[src/rtl/decode_stage_if.sv]
`timescale 1ns/1ps
// decode_stage_if: instruction-in and decoded-entry-out channels of the decode stage.
// The master modport is the environment side (producer upstream, consumer downstream).
// The slave modport is the decode stage itself.
interface decode_stage_if #(
   parameter int WORD_SIZE     = 9,
   parameter int OPCODE_SIZE   = 3,
   parameter int REG_ADDR_SIZE = 2
);
   localparam int SMALL_IMM_SIZE = WORD_SIZE - OPCODE_SIZE - 2*REG_ADDR_SIZE;
   localparam int BIG_IMM_SIZE   = REG_ADDR_SIZE + SMALL_IMM_SIZE;

   logic                          in_valid;
   logic                          in_ready;
   logic [2*WORD_SIZE-1:0]        in_instr;

   logic                          out_valid;
   logic                          out_ready;
   logic [2*OPCODE_SIZE-1:0]      out_opcode;
   logic [2*REG_ADDR_SIZE-1:0]    out_reg_dest;
   logic [2*REG_ADDR_SIZE-1:0]    out_reg_src;
   logic [2*SMALL_IMM_SIZE-1:0]   out_small_imm;
   logic [2*BIG_IMM_SIZE-1:0]     out_big_imm;
   logic                          out_is_alu;
   logic                          out_illegal;
   logic [15:0]                   decode_count;

   modport master (
      output in_valid, in_instr, out_ready,
      input  in_ready, out_valid, out_opcode, out_reg_dest, out_reg_src,
             out_small_imm, out_big_imm, out_is_alu, out_illegal, decode_count
   );

   modport slave (
      input  in_valid, in_instr, out_ready,
      output in_ready, out_valid, out_opcode, out_reg_dest, out_reg_src,
             out_small_imm, out_big_imm, out_is_alu, out_illegal, decode_count
   );
endinterface

[src/rtl/decode_stage.sv]
`timescale 1ns/1ps
// decode_stage: ternary instruction decoder behind a 2-entry skid buffer.
// Trit encoding: 2'b00 = 0, 2'b01 = +1, 2'b10 = -1, 2'b11 = invalid.
// Opcode numbering: opcode trits read MS first as base-3 digits (00->0, 01->1, 10->2);
// values 0..10 are the ALU ops, 11..18 the remaining defined ops, 19..26 are undefined.
// Optional macro TRIT_CHECK_EN: also flags an entry illegal when any trit of the
// instruction is 2'b11.
module decode_stage #(
   parameter int WORD_SIZE     = 9,
   parameter int OPCODE_SIZE   = 3,
   parameter int REG_ADDR_SIZE = 2
) (
   input  logic           clk,
   input  logic           rst_n,
   decode_stage_if.slave  bus
);
   localparam int SMALL_IMM_SIZE = WORD_SIZE - OPCODE_SIZE - 2*REG_ADDR_SIZE;
   localparam int BIG_IMM_SIZE   = REG_ADDR_SIZE + SMALL_IMM_SIZE;
   localparam int OPW = 2*OPCODE_SIZE;
   localparam int RW  = 2*REG_ADDR_SIZE;
   localparam int SW  = 2*SMALL_IMM_SIZE;

   if (SMALL_IMM_SIZE < 1) begin : g_size_check
      $error("decode_stage: WORD_SIZE too small to hold a small immediate");
   end

   localparam logic [OPW-1:0] OP_NOT   = OPW'(6'b00_00_00);
   localparam logic [OPW-1:0] OP_AND   = OPW'(6'b00_00_01);
   localparam logic [OPW-1:0] OP_OR    = OPW'(6'b00_00_10);
   localparam logic [OPW-1:0] OP_XOR   = OPW'(6'b00_01_00);
   localparam logic [OPW-1:0] OP_ADD   = OPW'(6'b00_01_01);
   localparam logic [OPW-1:0] OP_SUB   = OPW'(6'b00_01_10);
   localparam logic [OPW-1:0] OP_COMP  = OPW'(6'b00_10_00);
   localparam logic [OPW-1:0] OP_ANDI  = OPW'(6'b00_10_01);
   localparam logic [OPW-1:0] OP_ADDI  = OPW'(6'b00_10_10);
   localparam logic [OPW-1:0] OP_SRI   = OPW'(6'b01_00_00);
   localparam logic [OPW-1:0] OP_SLI   = OPW'(6'b01_00_01);
   localparam logic [OPW-1:0] OP_LUI   = OPW'(6'b01_00_10);
   localparam logic [OPW-1:0] OP_LI    = OPW'(6'b01_01_00);
   localparam logic [OPW-1:0] OP_BEQ   = OPW'(6'b01_01_01);
   localparam logic [OPW-1:0] OP_BNE   = OPW'(6'b01_01_10);
   localparam logic [OPW-1:0] OP_JAL   = OPW'(6'b01_10_00);
   localparam logic [OPW-1:0] OP_JALR  = OPW'(6'b01_10_01);
   localparam logic [OPW-1:0] OP_LOAD  = OPW'(6'b01_10_10);
   localparam logic [OPW-1:0] OP_STORE = OPW'(6'b10_00_00);

   typedef struct packed {
      logic [OPW-1:0] opcode;
      logic [RW-1:0]  reg_dest;
      logic [RW-1:0]  reg_src;
      logic [SW-1:0]  small_imm;
      logic           is_alu;
      logic           illegal;
   } entry_t;

   typedef enum logic [1:0] {EMPTY, ONE, FULL} state_t;

   state_t      state, state_next;
   entry_t      dec, main_q, skid_q;
   logic        in_ready_q;
   logic [15:0] count_q;
   logic        load_main, load_skid, move_skid;
   logic        in_hs, out_hs;

   assign in_hs  = bus.in_valid && in_ready_q;
   assign out_hs = (state != EMPTY) && bus.out_ready;

   // Split the incoming word into fields and classify its opcode.
   always_comb begin
      dec = '0;
      {dec.opcode, dec.reg_dest, dec.reg_src, dec.small_imm} = bus.in_instr;
      case (dec.opcode)
         OP_NOT, OP_AND, OP_OR, OP_XOR, OP_ADD, OP_SUB, OP_COMP,
         OP_ANDI, OP_ADDI, OP_SRI, OP_SLI: dec.is_alu = 1'b1;
         OP_LUI, OP_LI, OP_BEQ, OP_BNE, OP_JAL, OP_JALR,
         OP_LOAD, OP_STORE: dec.is_alu = 1'b0;
         default: dec.illegal = 1'b1;
      endcase
`ifdef TRIT_CHECK_EN
      for (int i = 0; i < WORD_SIZE; i++) begin
         if (bus.in_instr[2*i +: 2] == 2'b11) begin
            dec.illegal = 1'b1;
         end
      end
`endif
   end

   // Occupancy state register.
   always_ff @(posedge clk or negedge rst_n) begin
      if (!rst_n) begin
         state <= EMPTY;
      end else begin
         state <= state_next;
      end
   end

   // Next occupancy and which register each accepted or drained entry moves into.
   always_comb begin
      state_next = state;
      load_main  = 1'b0;
      load_skid  = 1'b0;
      move_skid  = 1'b0;
      unique case (state)
         EMPTY: begin
            if (in_hs) begin
               state_next = ONE;
               load_main  = 1'b1;
            end
         end
         ONE: begin
            if (in_hs && !bus.out_ready) begin
               state_next = FULL;
               load_skid  = 1'b1;
            end else if (in_hs) begin
               load_main  = 1'b1;
            end else if (bus.out_ready) begin
               state_next = EMPTY;
            end
         end
         FULL: begin
            if (bus.out_ready) begin
               state_next = ONE;
               move_skid  = 1'b1;
            end
         end
         default: state_next = EMPTY;
      endcase
   end

   // Entry registers, registered ready and the delivered-instruction counter.
   always_ff @(posedge clk or negedge rst_n) begin
      if (!rst_n) begin
         main_q     <= '0;
         skid_q     <= '0;
         in_ready_q <= 1'b0;
         count_q    <= '0;
      end else begin
         in_ready_q <= (state_next != FULL);
         if (load_main) begin
            main_q <= dec;
         end else if (move_skid) begin
            main_q <= skid_q;
         end
         if (load_skid) begin
            skid_q <= dec;
         end
         if (out_hs) begin
            count_q <= count_q + 16'd1;
         end
      end
   end

   assign bus.in_ready      = in_ready_q;
   assign bus.out_valid     = (state != EMPTY);
   assign bus.out_opcode    = main_q.opcode;
   assign bus.out_reg_dest  = main_q.reg_dest;
   assign bus.out_reg_src   = main_q.reg_src;
   assign bus.out_small_imm = main_q.small_imm;
   assign bus.out_big_imm   = {main_q.reg_src, main_q.small_imm};
   assign bus.out_is_alu    = main_q.is_alu;
   assign bus.out_illegal   = main_q.illegal;
   assign bus.decode_count  = count_q;

endmodule

[src/flat_wrapper.sv]
// flat-port wrapper written by rule: the top's interface ports become plain ports
module decode_stage_flat 
#(
   parameter int WORD_SIZE     = 9,
   parameter int OPCODE_SIZE   = 3,
   parameter int REG_ADDR_SIZE = 2
)
  (clk, rst_n, bus_in_valid, bus_in_instr, bus_out_ready, bus_in_ready, bus_out_valid, bus_out_opcode, bus_out_reg_dest, bus_out_reg_src, bus_out_small_imm, bus_out_big_imm, bus_out_is_alu, bus_out_illegal, bus_decode_count);
  decode_stage_if #(.WORD_SIZE(WORD_SIZE), .OPCODE_SIZE(OPCODE_SIZE), .REG_ADDR_SIZE(REG_ADDR_SIZE)) bus_i ();
  input  logic clk;
  input  logic rst_n;
  input wire logic [$bits(bus_i.in_valid)-1:0] bus_in_valid;
  input wire logic [$bits(bus_i.in_instr)-1:0] bus_in_instr;
  input wire logic [$bits(bus_i.out_ready)-1:0] bus_out_ready;
  output wire logic [$bits(bus_i.in_ready)-1:0] bus_in_ready;
  output wire logic [$bits(bus_i.out_valid)-1:0] bus_out_valid;
  output wire logic [$bits(bus_i.out_opcode)-1:0] bus_out_opcode;
  output wire logic [$bits(bus_i.out_reg_dest)-1:0] bus_out_reg_dest;
  output wire logic [$bits(bus_i.out_reg_src)-1:0] bus_out_reg_src;
  output wire logic [$bits(bus_i.out_small_imm)-1:0] bus_out_small_imm;
  output wire logic [$bits(bus_i.out_big_imm)-1:0] bus_out_big_imm;
  output wire logic [$bits(bus_i.out_is_alu)-1:0] bus_out_is_alu;
  output wire logic [$bits(bus_i.out_illegal)-1:0] bus_out_illegal;
  output wire logic [$bits(bus_i.decode_count)-1:0] bus_decode_count;
  assign bus_i.in_valid = bus_in_valid;
  assign bus_i.in_instr = bus_in_instr;
  assign bus_i.out_ready = bus_out_ready;
  assign bus_in_ready = bus_i.in_ready;
  assign bus_out_valid = bus_i.out_valid;
  assign bus_out_opcode = bus_i.out_opcode;
  assign bus_out_reg_dest = bus_i.out_reg_dest;
  assign bus_out_reg_src = bus_i.out_reg_src;
  assign bus_out_small_imm = bus_i.out_small_imm;
  assign bus_out_big_imm = bus_i.out_big_imm;
  assign bus_out_is_alu = bus_i.out_is_alu;
  assign bus_out_illegal = bus_i.out_illegal;
  assign bus_decode_count = bus_i.decode_count;
  decode_stage #(.WORD_SIZE(WORD_SIZE), .OPCODE_SIZE(OPCODE_SIZE), .REG_ADDR_SIZE(REG_ADDR_SIZE)) u_core (.clk(clk), .rst_n(rst_n), .bus(bus_i));
endmodule
[config.mk]
export PLATFORM = sky130hd
export DESIGN_NAME = decode_stage_flat
export DESIGN_NICKNAME = d
export VERILOG_FILES = /design/src/rtl/decode_stage_if.sv /design/src/rtl/decode_stage.sv /design/src/flat_wrapper.sv
export SDC_FILE = /design/constraint.sdc
export NUM_CORES = 1
export LEC_CHECK = 0
export BUFFER_PORTS_ARGS = -buffer_cell sky130_fd_sc_hd__buf_2
export CORE_ASPECT_RATIO = 0.9
export CORE_MARGIN = 4
export CORE_UTILIZATION = 56
export DETAILED_ROUTE_END_ITERATION = 8
export PLACE_DENSITY = 0.88
export SYNTH_ARGS = -nofsm -noshare
export SYNTH_HDL_FRONTEND = slang
export SYNTH_SLANG_ARGS = --single-unit
[constraint.sdc]
create_clock -name clk -period 2.15 [get_ports clk]
set_input_delay 0.1075 -clock clk [delete_from_list [all_inputs] [get_ports clk]]
set_output_delay 0.1075 -clock clk [all_outputs]
set_load 0.005 [all_outputs]
# [Yosys cells after proc, flatten, opt, wreduce, memory -nomap -nowiden]
# Index checks and enable logic that the tools add are counted.
[totals] register_bits=59 input_bits=22 output_inout_bits=46 word_cells=64
[op_classes] n_addsub=1 n_eq_ne=21 n_mux=17 reduce_logical=10
[ops] op="$eq 6x5->1 const B" n=9
[ops] op="$mux 20" n=2
[ops] op="$reduce_or 19->1" n=1
[ops] op="$eq 6x3->1 const B" n=3
[ops] op="$eq 6x4->1 const B" n=3
[ops] op="$add 16x1->16 const B" n=1
[ops] op="$reduce_or 11->1" n=1
[ops] op="$mux 2" n=5
[ops] op="$mux 1" n=8
[ops] op="$eq 6x1->1 const B" n=1
[ops] op="$eq 6x2->1 const B" n=1
[ops] op="$eq 6x6->1 const B" n=1
[ops] op="$logic_not 6->1" n=1
[ops] op="$pmux 2 s3" n=1
[ops] op="$reduce_bool 2->1" n=2
[ops] op="$logic_and 1x1->1" n=3
[ops] op="$eq 2x1->1 const B" n=1
[ops] op="$eq 2x2->1 const B" n=1
[ops] op="$logic_not 2->1" n=1
[ops] op="$ne 2x2->1 const B" n=1
[ops] op="$pmux 1 s2" n=1
[ops] op="$logic_not 1->1" n=1

# [Logic depth before layout (Yosys ltp)]
# Gate-level depths: netlist (run 1).
[depth] ltp_word=5 ltp_mapped=5 ltp_nobuf=5

# [Worst setup path after synthesis (run 1)]
# OpenSTA, ideal clock, no wires.
[synth_path] kind="register to register" start="reg u_core.state[1]" end="reg u_core.main_q (netlist bit u_core.bus.out_opcode[1])" setup_ns=0.118 arrival_ns=1.298 required_ns=2.032 path_slack_ns=0.734 path_stages_with_launch=6 n_path_buf=2 synth_period_minus_slack_ns=1.416 cell_sequence="dfrtp_1 -> and3b_1 -> buf_6 -> buf_2 -> a22o_1 -> a21o_1"
[synth_between] elab_chain_cells=3 word_cells_on_any_way=7 cone_classes="eq/ne: 2; mux: 3; reduce/logical: 2"
[synth_lines] item="start, declared" line="decode_stage.sv:58" rtl="state_t state, state_next;"
[synth_lines] item="start signal, assigned" line="decode_stage.sv:93" rtl="state <= state_next;"
[synth_lines] item="$eq 2x1->1 (tied with other cells)" line="decode_stage.sv:103" rtl="unique case (state)"
[synth_lines] item="$pmux 1 s2 / $mux 1 (equally long branches)" line="decode_stage.sv:103"
[synth_lines] item="$mux 20 / $reduce_bool 2->1 (equally long branches)"
[synth_lines] item="end signal, assigned" line="decode_stage.sv:142" rtl="main_q <= skid_q;"
[synth_lines] item="end, declared" line="decode_stage.sv:59" rtl="entry_t dec, main_q, skid_q;"
# Parallel ways exist; a longest one is shown, timed or not.
# A chain may end at the register's enable or synchronous reset.

# [Worst setup path after layout (run 1)]
[layout_path] start="reg u_core.state[0]" end="reg u_core.main_q (netlist bit u_core.bus.out_opcode[4])"
# The elaborated chain is that of the path after synthesis.

==> flow_metrics.tcl, run 1 <==
set metrics [dict create \
    sw_frac_of_total_pct 33.6 \
    buffer_ports.inserted 67 \
    clock.fmax_ghz 0.576 \
    pwr-share-comb_pct 30.3 \
    wl_final_um 5900 \
    required_ps 2430 \
    power.sequential.fraction_pct 45.6 \
    power.net_switching_mw 1.37 \
    crit_path_max_incr_delay_ps 510 \
    p_clk_share_pct 24.1 \
    clk_pin_slew_worst_paths_ps 60 \
    min_delay_worst_endpoint "u_core.skid_q[16]$_DFFE_PN0P_" \
    fin_area_sq_um 3320 \
    setup_slack_ps 414 \
    yosysWarningCount 0 \
    die_area_sq_um 5920 \
    drc_violations_left 0 \
    post_synth_top_area_share_pct 55.5 \
    p_int_mw 2.70 \
    synth_area_leaders "sky130_fd_sc_hd__dfrtp_1 (55%), sky130_fd_sc_hd__nand2_1 (9.6%), sky130_fd_sc_hd__a21o_1 (5.1%), sky130_fd_sc_hd__xnor2_1 (4.6%), sky130_fd_sc_hd__a22o_1 (3.9%)" \
    route.antenna.remaining_nets 0 \
    slew_viol_final 0 \
    asyncSetResetFlopFracSynth_pct 100 \
    r2r_setup_slack_ps 410 \
    setup_viol 0 \
    r2r-end "u_core.bus.out_opcode[4]$_DFFE_PN0P_" \
    ir_worst_vdd_uv 670 \
    dr.pass1.iters 4 \
    run_status "completed" \
    clock_path_buffers 2 \
    vias_in_the_first_global_route 2128 \
    cellLeakagePower_nw 1.81 \
    drv_cap 0 \
    viasPerCell 5.38 \
    final_cell_count_no_fill 388 \
    initial_utilization_pct 58.9 \
    number_of_primary_i_o_pins 68 \
    yosysSeqAreaShare_pct 55.5 \
    grtUsageTotal_pct 22.1 \
    core_sq_um 4520 \
    hold_depth 3 \
    synth_area_sq_um 2660 \
    hold_path_startpoint "bus_in_instr[14]" \
    crit_path_top_delay_cell "sky130_fd_sc_hd__nor3b_4" \
    totalPowerFinal_mw 4.07 \
    fin_worst_hold_slack_ps 19.9 \
    antenna_found_initial 0 \
    first_iter_violations 72 \
    area_growth_syn_to_layout_pct 24.8 \
    synthTopCellsByCount "sky130_fd_sc_hd__nand2_1 (68), sky130_fd_sc_hd__dfrtp_1 (59), sky130_fd_sc_hd__a21o_1 (18)" \
    nets 344 \
    layout_min_cycle_time_ps 1740 \
    synth-edff-count 0 \
    synth_ff_type "sky130_fd_sc_hd__dfrtp_1" \
    grt.overflow.total 0 \
    most_numerous_cell_in_the_yosys_netlist "sky130_fd_sc_hd__nand2_1" \
    yosys.area.top_type "sky130_fd_sc_hd__dfrtp_1" \
    wl_per_cell_um 15.2 \
    synth_cells 243 \
    floorplan.die.height_um 73.4 \
    die_boundary_width_um 80.7 \
    syn_avg_cell_area_sq_um 11.0 \
    layout_cell_share_with_drive_strength_beyond_1_pct 31.0 \
    worst_slew_pin_slew_ps 696 \
    placedCellCount 359 \
    placed_inst_area_sq_um 2990 \
    grt_start_max_net_pins 32 \
    setup.worst_path.start_class "register" \
    cts-resized-gates 0 \
    synthesis.nets 266 \
    num_rows 23 \
    antenna_cells 0 \
    place_ws_ps 474 \
    cts_buffers 9 \
    yosysUniqueCellTypes 38 \
    critical_path_arrival_ps 2020 \
    power_density_nw_per_um2 1220 \
    synth-seq-cells 59 \
    cts_sinks 59 \
    layout.filler_cells 295 \
    place_congestion 0.755 \
    worstReg2RegStart "u_core.state[0]$_DFF_PN0_" \
    rsz0062_at_grt "no" \
    grt_first_pass_wirelength_um 9850 \
    clockRootBuffer "sky130_fd_sc_hd__clkbuf_8" \
    worst_r2r_path_depth 5 \
    criticalPathCategory "register to register" \
    place.detailed.hpwl_um 4110 \
    worstPathCellList "nand2b_2 -> nor3b_4 -> buf_4 -> a22o_1 -> a21o_1" \
    min_path_type "input pin to register" \
    route.vias.total 2088 \
    final_hold_viol_count 0 \
    fin_setup_tns_ps 0 \
    tritoncts "yes" \
    largest_driver_fanout_on_the_critical_path 16 \
    final.period_utilization_pct 80.8 \
    timing.slew.headroom_pct 53.6 \
    cts_max_level 3 \
    insertion_delay_ps 340 \
    worst_setup_path_end_kind "register" \
    fin_skew_ps 8.34 \
    postLayoutCoreUtil_pct 73.5 \
]
[kinds of logic after synthesis]
group / share of synthesized area, %
AO/OA/AOI/OAI: 15.7
adder cells (fa/ha/maj): 0.470
buffers and inverters: 5.31
multiplexers: 0.376
flip-flops: 55.5
AND/OR/NAND/NOR: 17.4
XOR/XNOR: 5.26
[critical path, delay by kind of cell (launching register included)]
family,cells,cell delay [ps]
AND/OR/NAND/NOR,2,660
buffers and inverters,1,330
AO/OA/AOI/OAI,2,250
flip-flops,1,430
[worst max-delay path by stage]
stage,slack [ps],cells past startpoint,end,startpoint
finish,410,5,u_core.bus.out_opcode[4]$_DFFE_PN0P_,u_core.state[0]$_DFF_PN0_
global route,340,5,u_core.bus.out_reg_dest[0]$_DFFE_PN0P_,u_core.state[0]$_DFF_PN0_
CTS,450,5,u_core.bus.out_reg_dest[2]$_DFFE_PN0P_,u_core.state[0]$_DFF_PN0_
global placement,540,5,u_core.bus.out_opcode[4]$_DFFE_PN0P_,u_core.state[0]$_DFF_PN0_
floorplan,730,5,u_core.bus.out_opcode[1]$_DFFE_PN0P_,u_core.state[1]$_DFF_PN0_
detailed placement,470,5,u_core.bus.out_opcode[4]$_DFFE_PN0P_,u_core.state[0]$_DFF_PN0_
[layout make-up]
type	instances	area [sq um]	share of cell area, %
clock buffer	13	179	5.39
clock inverter	3	20.0	0.603
inverter	1	3.75	0.113
multi-input combinational	165	1050	31.6
sequential	59	1480	44.4
tap	62	77.6	2.34
timing repair buffer	85	515	15.5
[layer usage]
metal,up-vias,routed length [um],global-route usage (%)
met2,84,2960,37.4
met5,-,0,0
met1,1010,2380,25.5
li1,979,-,-
met4,0,167,12.8
met3,15,395,5.51
[power by group through the flow]
stage                     clock network [mW]  logic (mW)  registers [mW]
after floorplan                            0       0.824            1.83
after global placement                     0        1.18            1.83
after detailed placement                   0        1.23            1.86
after CTS                               1.01        1.25            1.85
after global routing                    1.05        1.38            1.91
final                                  0.981        1.23            1.85
[what timing repair did]
item / 4_1_cts / 5_1_grt
hold buffers: 13 / 0
hold endpoints to repair: 40 / 0
buffers inserted: 0 / 0
[cell usage in the layout, fill, tap and decap left out, types with 2 or more instances in the layout]
| cell | netlist | layout |
|---|---|---|
| sky130_fd_sc_hd__nand4_1 | 3 | 3 |
| sky130_fd_sc_hd__buf_4 | 8 | 4 |
| sky130_fd_sc_hd__dlygate4sd3_1 | 0 | 13 |
| sky130_fd_sc_hd__o21ai_1 | 2 | 2 |
| sky130_fd_sc_hd__nor2_1 | 2 | 2 |
| sky130_fd_sc_hd__o21ai_0 | 3 | 3 |
| sky130_fd_sc_hd__a22o_1 | 12 | 12 |
| sky130_fd_sc_hd__a22o_4 | 6 | 6 |
| sky130_fd_sc_hd__xnor2_1 | 14 | 14 |
| sky130_fd_sc_hd__clkinvlp_4 | 0 | 2 |
| sky130_fd_sc_hd__and2_1 | 3 | 3 |
| sky130_fd_sc_hd__nor2_2 | 2 | 2 |
| sky130_fd_sc_hd__buf_2 | 2 | 67 |
| sky130_fd_sc_hd__a21oi_1 | 2 | 2 |
| sky130_fd_sc_hd__xor2_1 | 2 | 2 |
| sky130_fd_sc_hd__clkbuf_8 | 0 | 13 |
| sky130_fd_sc_hd__and4_1 | 3 | 3 |
| sky130_fd_sc_hd__nand2_1 | 68 | 68 |
| sky130_fd_sc_hd__a21o_1 | 18 | 18 |
| sky130_fd_sc_hd__nand3_1 | 8 | 8 |
| sky130_fd_sc_hd__dfrtp_1 | 59 | 59 |
[state kept, by name, indices dropped and copies added (netlist names)]
signal / count
u_core.bus.decode_count: 16
u_core.bus.in_ready: 1
u_core.bus.out_illegal: 1
u_core.bus.out_is_alu: 1
u_core.bus.out_opcode: 6
u_core.bus.out_reg_dest: 4
u_core.bus.out_reg_src: 4
u_core.bus.out_small_imm: 4
u_core.skid_q: 20
u_core.state: 2
Note: power is estimated with default switching activity, not from simulation.
==> run 2, diff against run 1 <==
--- a/config.mk
+++ b/config.mk
@@ -8,9 +8,9 @@
 export BUFFER_PORTS_ARGS = -buffer_cell sky130_fd_sc_hd__buf_2
 export CORE_ASPECT_RATIO = 0.9
 export CORE_MARGIN = 4
-export CORE_UTILIZATION = 56
+export CORE_UTILIZATION = 52
 export DETAILED_ROUTE_END_ITERATION = 8
-export PLACE_DENSITY = 0.88
+export PLACE_DENSITY = 0.83
 export SYNTH_ARGS = -nofsm -noshare
 export SYNTH_HDL_FRONTEND = slang
 export SYNTH_SLANG_ARGS = --single-unit
==> constraint.sdc (replaced) <==
create_clock -name clk -period 1.7 [get_ports clk]
set_input_delay 0.085 -clock clk [delete_from_list [all_inputs] [get_ports clk]]
set_output_delay 0.085 -clock clk [all_outputs]
set_load 0.005 [all_outputs]
==> flow_metrics.tcl, run 2 (synthesized netlist as in run 1, its figures left out) <==
set metrics [dict create \
    place_congestion 0.763 \
    antenna_cells 0 \
    placed_inst_area_sq_um 3030 \
    setup_viol 0 \
    ir_worst_vdd_uv 962 \
    route.antenna.remaining_nets 0 \
    clock.fmax_ghz 0.665 \
    cellLeakagePower_nw 1.84 \
    setup.worst_path.start_class "register" \
    cts_buffers 9 \
    place.detailed.hpwl_um 3890 \
    grt_first_pass_wirelength_um 9810 \
    route.met2.wl_um 2970 \
    largest_driver_fanout_on_the_critical_path 16 \
    buffer_ports.inserted 67 \
    drc_violations_left 0 \
    critical_path.startpoint "u_core.state[1]$_DFF_PN0_" \
    rsz0062_at_grt "no" \
    critPathCapture "u_core.bus.out_reg_dest[2]$_DFFE_PN0P_" \
    nets 350 \
    area_growth_syn_to_layout_pct 27.1 \
    cp_num_cells 4 \
    cts_sinks 59 \
    crit_path_top_delay_cell "sky130_fd_sc_hd__dfrtp_1" \
    grt_start_max_net_pins 60 \
    layout_cell_share_with_drive_strength_beyond_1_pct 30.7 \
    first_iter_violations 125 \
    timing.critical_path.max_delay_family "flip-flops" \
    run_status "completed" \
    grt.overflow.total 0 \
    critical_path_arrival_ps 1720 \
    num_rows 24 \
    viasPerCell 5.24 \
    vias_in_the_first_global_route 2045 \
    postLayoutCoreUtil_pct 69.1 \
    antenna_found_initial 0 \
    number_of_primary_i_o_pins 68 \
    floorplan.die.height_um 75.9 \
    min_path_type "input pin to register" \
    number_of_flip_flops_in_the_largest_register 20 \
    r2r_setup_slack_ps 200 \
    worstReg2RegStart "u_core.state[1]$_DFF_PN0_" \
    r2r-end "u_core.bus.out_reg_dest[2]$_DFFE_PN0P_" \
    route.vias.total 2080 \
    final_hold_viol_count 0 \
    timing.slew.headroom_pct 68.4 \
    fin_area_sq_um 3380 \
    drv_cap 0 \
    wl_per_cell_um 14.9 \
    criticalPathCategory "register to register" \
    cts_max_level 3 \
    wl_final_um 5920 \
    post_cts_buffers 0 \
    layout_min_cycle_time_ps 1500 \
    initial_utilization_pct 54.4 \
    worst_setup_path_end_kind "register" \
    insertion_delay_ps 330 \
    die_boundary_width_um 83.4 \
    worst_r2r_path_depth 4 \
    slew_viol_final 0 \
    setup_slack_ps 197 \
    fin_setup_tns_ps 0 \
    required_ps 1920 \
    clock_path_buffers 2 \
    fin_worst_hold_slack_ps 15.7 \
    wl_met1_um 2590 \
    clockRootBuffer "sky130_fd_sc_hd__clkbuf_8" \
    final_common_cell "sky130_fd_sc_hd__nand2_1" \
    place_ws_ps 208 \
    worstPathCellList "and3b_1 -> buf_4 -> a22o_1 -> a21o_1" \
    clk_pin_slew_worst_paths_ps 60 \
    critPathBufInv 1 \
    die_area_sq_um 6330 \
    core_sq_um 4890 \
    tritoncts "yes" \
    final.period_utilization_pct 88.4 \
    worst_slew_pin_slew_ps 473 \
    crit_path_max_incr_delay_ps 480 \
    fin_skew_ps 4.32 \
    largest_register_by_flop_count "u_core.skid_q" \
    power_density_nw_per_um2 1560 \
    grtUsageTotal_pct 20.2 \
    mostFrequentLayoutCells "sky130_fd_sc_hd__nand2_1 (68), sky130_fd_sc_hd__buf_2 (67), sky130_fd_sc_hd__dfrtp_1 (59), sky130_fd_sc_hd__a21o_1 (18), sky130_fd_sc_hd__dlygate4sd3_1 (15)" \
    dr.pass1.iters 4 \
    top_layer_used_by_detailed_routing "met4" \
    layout.filler_cells 379 \
    route.met3.wl_um 318 \
]
-- run 2: changes by cell type in the layout (fill, tap and decap cells not counted) --
cell,before,now
sky130_fd_sc_hd__buf_4,4,8
sky130_fd_sc_hd__bufinv_16,0,1
sky130_fd_sc_hd__clkbuf_1,0,3
sky130_fd_sc_hd__clkbuf_8,13,12
sky130_fd_sc_hd__clkinv_2,1,0
sky130_fd_sc_hd__clkinvlp_4,2,0
sky130_fd_sc_hd__dlygate4sd3_1,13,15
-- run 2: layout make-up --
| type | count | area, sq um | share of cell area, % |
|---|---|---|---|
| sequential | 59 | 1480 | 43.6 |
| tap | 65 | 81.3 | 2.40 |
| timing repair buffer | 91 | 566 | 16.7 |
| multi-input combinational | 165 | 1050 | 31.0 |
| inverter | 1 | 3.75 | 0.111 |
| clock buffer | 15 | 176 | 5.21 |
| clock inverter | 1 | 30.0 | 0.888 |
-- run 2: timing repair --
item,CTS,global route
resized for setup,0,0
hold buffers,15,0
endpoints found under the hold margin,73,0
-- run 2: worst min path at each step --
stage	endpoint	depth (start not counted)	slack, ps	from
finish	u_core.skid_q[16]$_DFFE_PN0P_	3	20	bus_in_instr[14]
global route	u_core.skid_q[15]$_DFFE_PN0P_	3	20	bus_in_instr[13]
CTS	u_core.skid_q[16]$_DFFE_PN0P_	3	0.6	bus_in_instr[14]
detailed placement	u_core.bus.out_reg_dest[0]$_DFFE_PN0P_	2	120	rst_n
global placement	u_core.bus.out_reg_dest[0]$_DFFE_PN0P_	2	110	rst_n
floorplan	u_core.bus.decode_count[0]$_DFFE_PN0P_	0	-210	rst_n
-- run 2: per-layer routing --
| layer | vias up | GRT usage (%) |
|---|---|---|
| li1 | 989 | - |
| met1 | 1032 | 24.5 |
| met2 | 55 | 34.2 |
| met3 | 4 | 7.35 |
| met4 | 0 | 6.79 |
| met5 | - | 0 |
-- run 2: stage by stage --
step / power (mW) / instances
after floorplan: 3.36 / 243
after global placement: 3.85 / 366
after detailed placement: 3.94 / 366
after CTS: 5.31 / 397
after global routing: 5.63 / 397
final: 5.26 / 397
-- run 2: worst register-to-register path, cell delays in order (launching register included) --
cell and delay [ps]:
sky130_fd_sc_hd__dfrtp_1 480, sky130_fd_sc_hd__and3b_1 270, sky130_fd_sc_hd__buf_4 220, sky130_fd_sc_hd__a22o_1 260, sky130_fd_sc_hd__a21o_1 160
-- run 2: power by group --
group,switching [mW],internal [mW],total (mW)
clock,0.515,0.800,1.31
combinational,0.777,0.821,1.60
sequential,0.407,1.94,2.35
total,1.70,3.56,5.26
==> run 3, diff against run 2 <==
--- a/config.mk
+++ b/config.mk
@@ -11,6 +11,7 @@
 export CORE_UTILIZATION = 52
 export DETAILED_ROUTE_END_ITERATION = 8
 export PLACE_DENSITY = 0.83
+export RECOVER_POWER = 100
 export SYNTH_ARGS = -nofsm -noshare
 export SYNTH_HDL_FRONTEND = slang
 export SYNTH_SLANG_ARGS = --single-unit
==> flow_metrics.tcl, run 3 (synthesized netlist as in run 1, its figures left out) <==
set metrics [dict create \
    vias_in_the_first_global_route 2045 \
    critical_path_arrival_ps 1720 \
    drc_violations_left 0 \
    wl_per_cell_um 15.0 \
    grt.overflow.total 0 \
    fin_skew_ps 5.36 \
    ir_worst_vdd_uv 963 \
    wl_final_um 5960 \
    initial_utilization_pct 54.4 \
    dr.pass1.iters 4 \
    floorplan.die.height_um 75.9 \
    run_status "completed" \
    postLayoutCoreUtil_pct 67.4 \
    power.sequential.fraction_pct 45.4 \
    clk_pin_slew_worst_paths_ps 60 \
    buffer_ports.inserted 67 \
    setup_viol 0 \
    die_area_sq_um 6330 \
    largest_driver_fanout_on_the_critical_path 16 \
    first_iter_violations 149 \
    number_of_flip_flops_in_the_largest_register 20 \
    cts-resized-gates 0 \
    timing.slew.headroom_pct 47.9 \
    fin_setup_tns_ps 0 \
    nets 350 \
    criticalPathCategory "register to register" \
    antenna_cells 0 \
    fin_area_sq_um 3300 \
    setup.worst_path.start_class "register" \
    tritoncts "yes" \
    grt_start_max_net_pins 60 \
    die_boundary_width_um 83.4 \
    cellLeakagePower_nw 1.73 \
    clock.fmax_ghz 0.670 \
    num_rows 24 \
    place_ws_ps 208 \
    rsz0062_at_grt "no" \
    mostFrequentLayoutCells "sky130_fd_sc_hd__nand2_1 (68), sky130_fd_sc_hd__dfrtp_1 (59), sky130_fd_sc_hd__buf_2 (45), sky130_fd_sc_hd__clkbuf_1 (27), sky130_fd_sc_hd__a21o_1 (18)" \
    core_sq_um 4890 \
    worst_r2r_path_depth 4 \
    final.period_utilization_pct 87.8 \
    largest_register_by_flop_count "u_core.skid_q" \
    worst_slew_pin_slew_ps 781 \
    p_int_mw 3.49 \
    hold_depth 3 \
    grtUsageTotal_pct 20.2 \
    min_path_type "input pin to register" \
    crit_path_top_delay_cell "sky130_fd_sc_hd__dfrtp_1" \
    route.vias.total 2079 \
    insertion_delay_ps 330 \
    drv_cap 0 \
    crit_path_max_incr_delay_ps 470 \
    place.detailed.hpwl_um 3890 \
    setup_slack_ps 208 \
    clockRootBuffer "sky130_fd_sc_hd__clkbuf_8" \
    place_congestion 0.763 \
    sw_frac_of_total_pct 32.6 \
    number_of_primary_i_o_pins 68 \
    power_density_nw_per_um2 1570 \
    viasPerCell 5.24 \
    antenna_found_initial 0 \
    pwr-share-comb_pct 29.2 \
    slew_viol_final 0 \
    worstPathCellList "and3b_1 -> buf_4 -> a22o_2 -> a21o_1" \
    clock_path_buffers 2 \
    final_hold_viol_count 0 \
    cts_sinks 59 \
    worst_setup_path_end_kind "register" \
    placed_inst_area_sq_um 3030 \
    required_ps 1930 \
    route.antenna.remaining_nets 0 \
    grt_first_pass_wirelength_um 9810 \
    p_clk_share_pct 25.4 \
    layout_cell_share_with_drive_strength_beyond_1_pct 22.6 \
    area_growth_syn_to_layout_pct 24.0 \
    power.net_switching_mw 1.69 \
    layout_min_cycle_time_ps 1490 \
    cts_max_level 3 \
    cts_buffers 9 \
    r2r_setup_slack_ps 210 \
    final_common_cell "sky130_fd_sc_hd__nand2_1" \
]
==> run 3: power groups by stage <==
stage	Sequential (mW)	Combinational, mW	Clock (mW)
floorplan	2.31	1.04	0
global placement	2.33	1.52	0
detailed placement	2.35	1.59	0
CTS	2.34	1.62	1.35
global route	2.42	1.70	1.42
finish	2.35	1.51	1.31
==> run 3: final cells by class <==
type	instances	area (sq um)
Multi-Input combinational cell	165	1020
Clock buffer	15	176
Sequential cell	59	1480
Fill cell	405	1590
Clock inverter	1	30.0
Inverter	1	3.75
Tap cell	65	81.3
Timing Repair Buffer	91	515
==> run 3: metal layers <==
metal | GRT usage (%) | share of wire (%)
met1 | 24.5 | 43
met2 | 34.2 | 50
met3 | 7.35 | 6.7
met5 | 0 | 0
met4 | 6.79 | 1.0
==> run 3: path summary, 6_finish.rpt <==
path,from,to
max,u_core.state[1]$_DFF_PN0_,u_core.bus.out_small_imm[2]$_DFFE_PN0P_
min,bus_in_instr[14],u_core.skid_q[16]$_DFFE_PN0P_
max reg2reg,u_core.state[1]$_DFF_PN0_,u_core.bus.out_small_imm[2]$_DFFE_PN0P_
min reg2reg,u_core.bus.out_reg_dest[3]$_DFFE_PN0P_,u_core.bus.out_reg_dest[3]$_DFFE_PN0P_
max in group asynchronous,rst_n,u_core.bus.out_reg_dest[3]$_DFFE_PN0P_
min in group asynchronous,rst_n,u_core.bus.decode_count[7]$_DFFE_PN0P_
==> run 3: metrics by stage <==
step                hold slack [ps]  std cells  power (mW)
floorplan                      -211        243        3.36
global placement                115        366        3.85
detailed placement              116        366        3.94
CTS                           0.577        397        5.31
global route                   24.0        397        5.54
finish                         14.5        397        5.17
==> run 3: worst max-delay path: cells and delay by family, from the launching register on <==
kind,cells,cell delay [ps]
DFF,1,470
AOI/OAI and AO/OA,2,420
and+or+nand+nor,1,270
buffers and inverters,1,220
==> run 3: what timing repair did <==
| item | CTS | global route |
|---|---|---|
| hold buffers | 15 | 0 |
| buffers inserted | 0 | 0 |
| endpoints found under the hold margin | 73 | 0 |
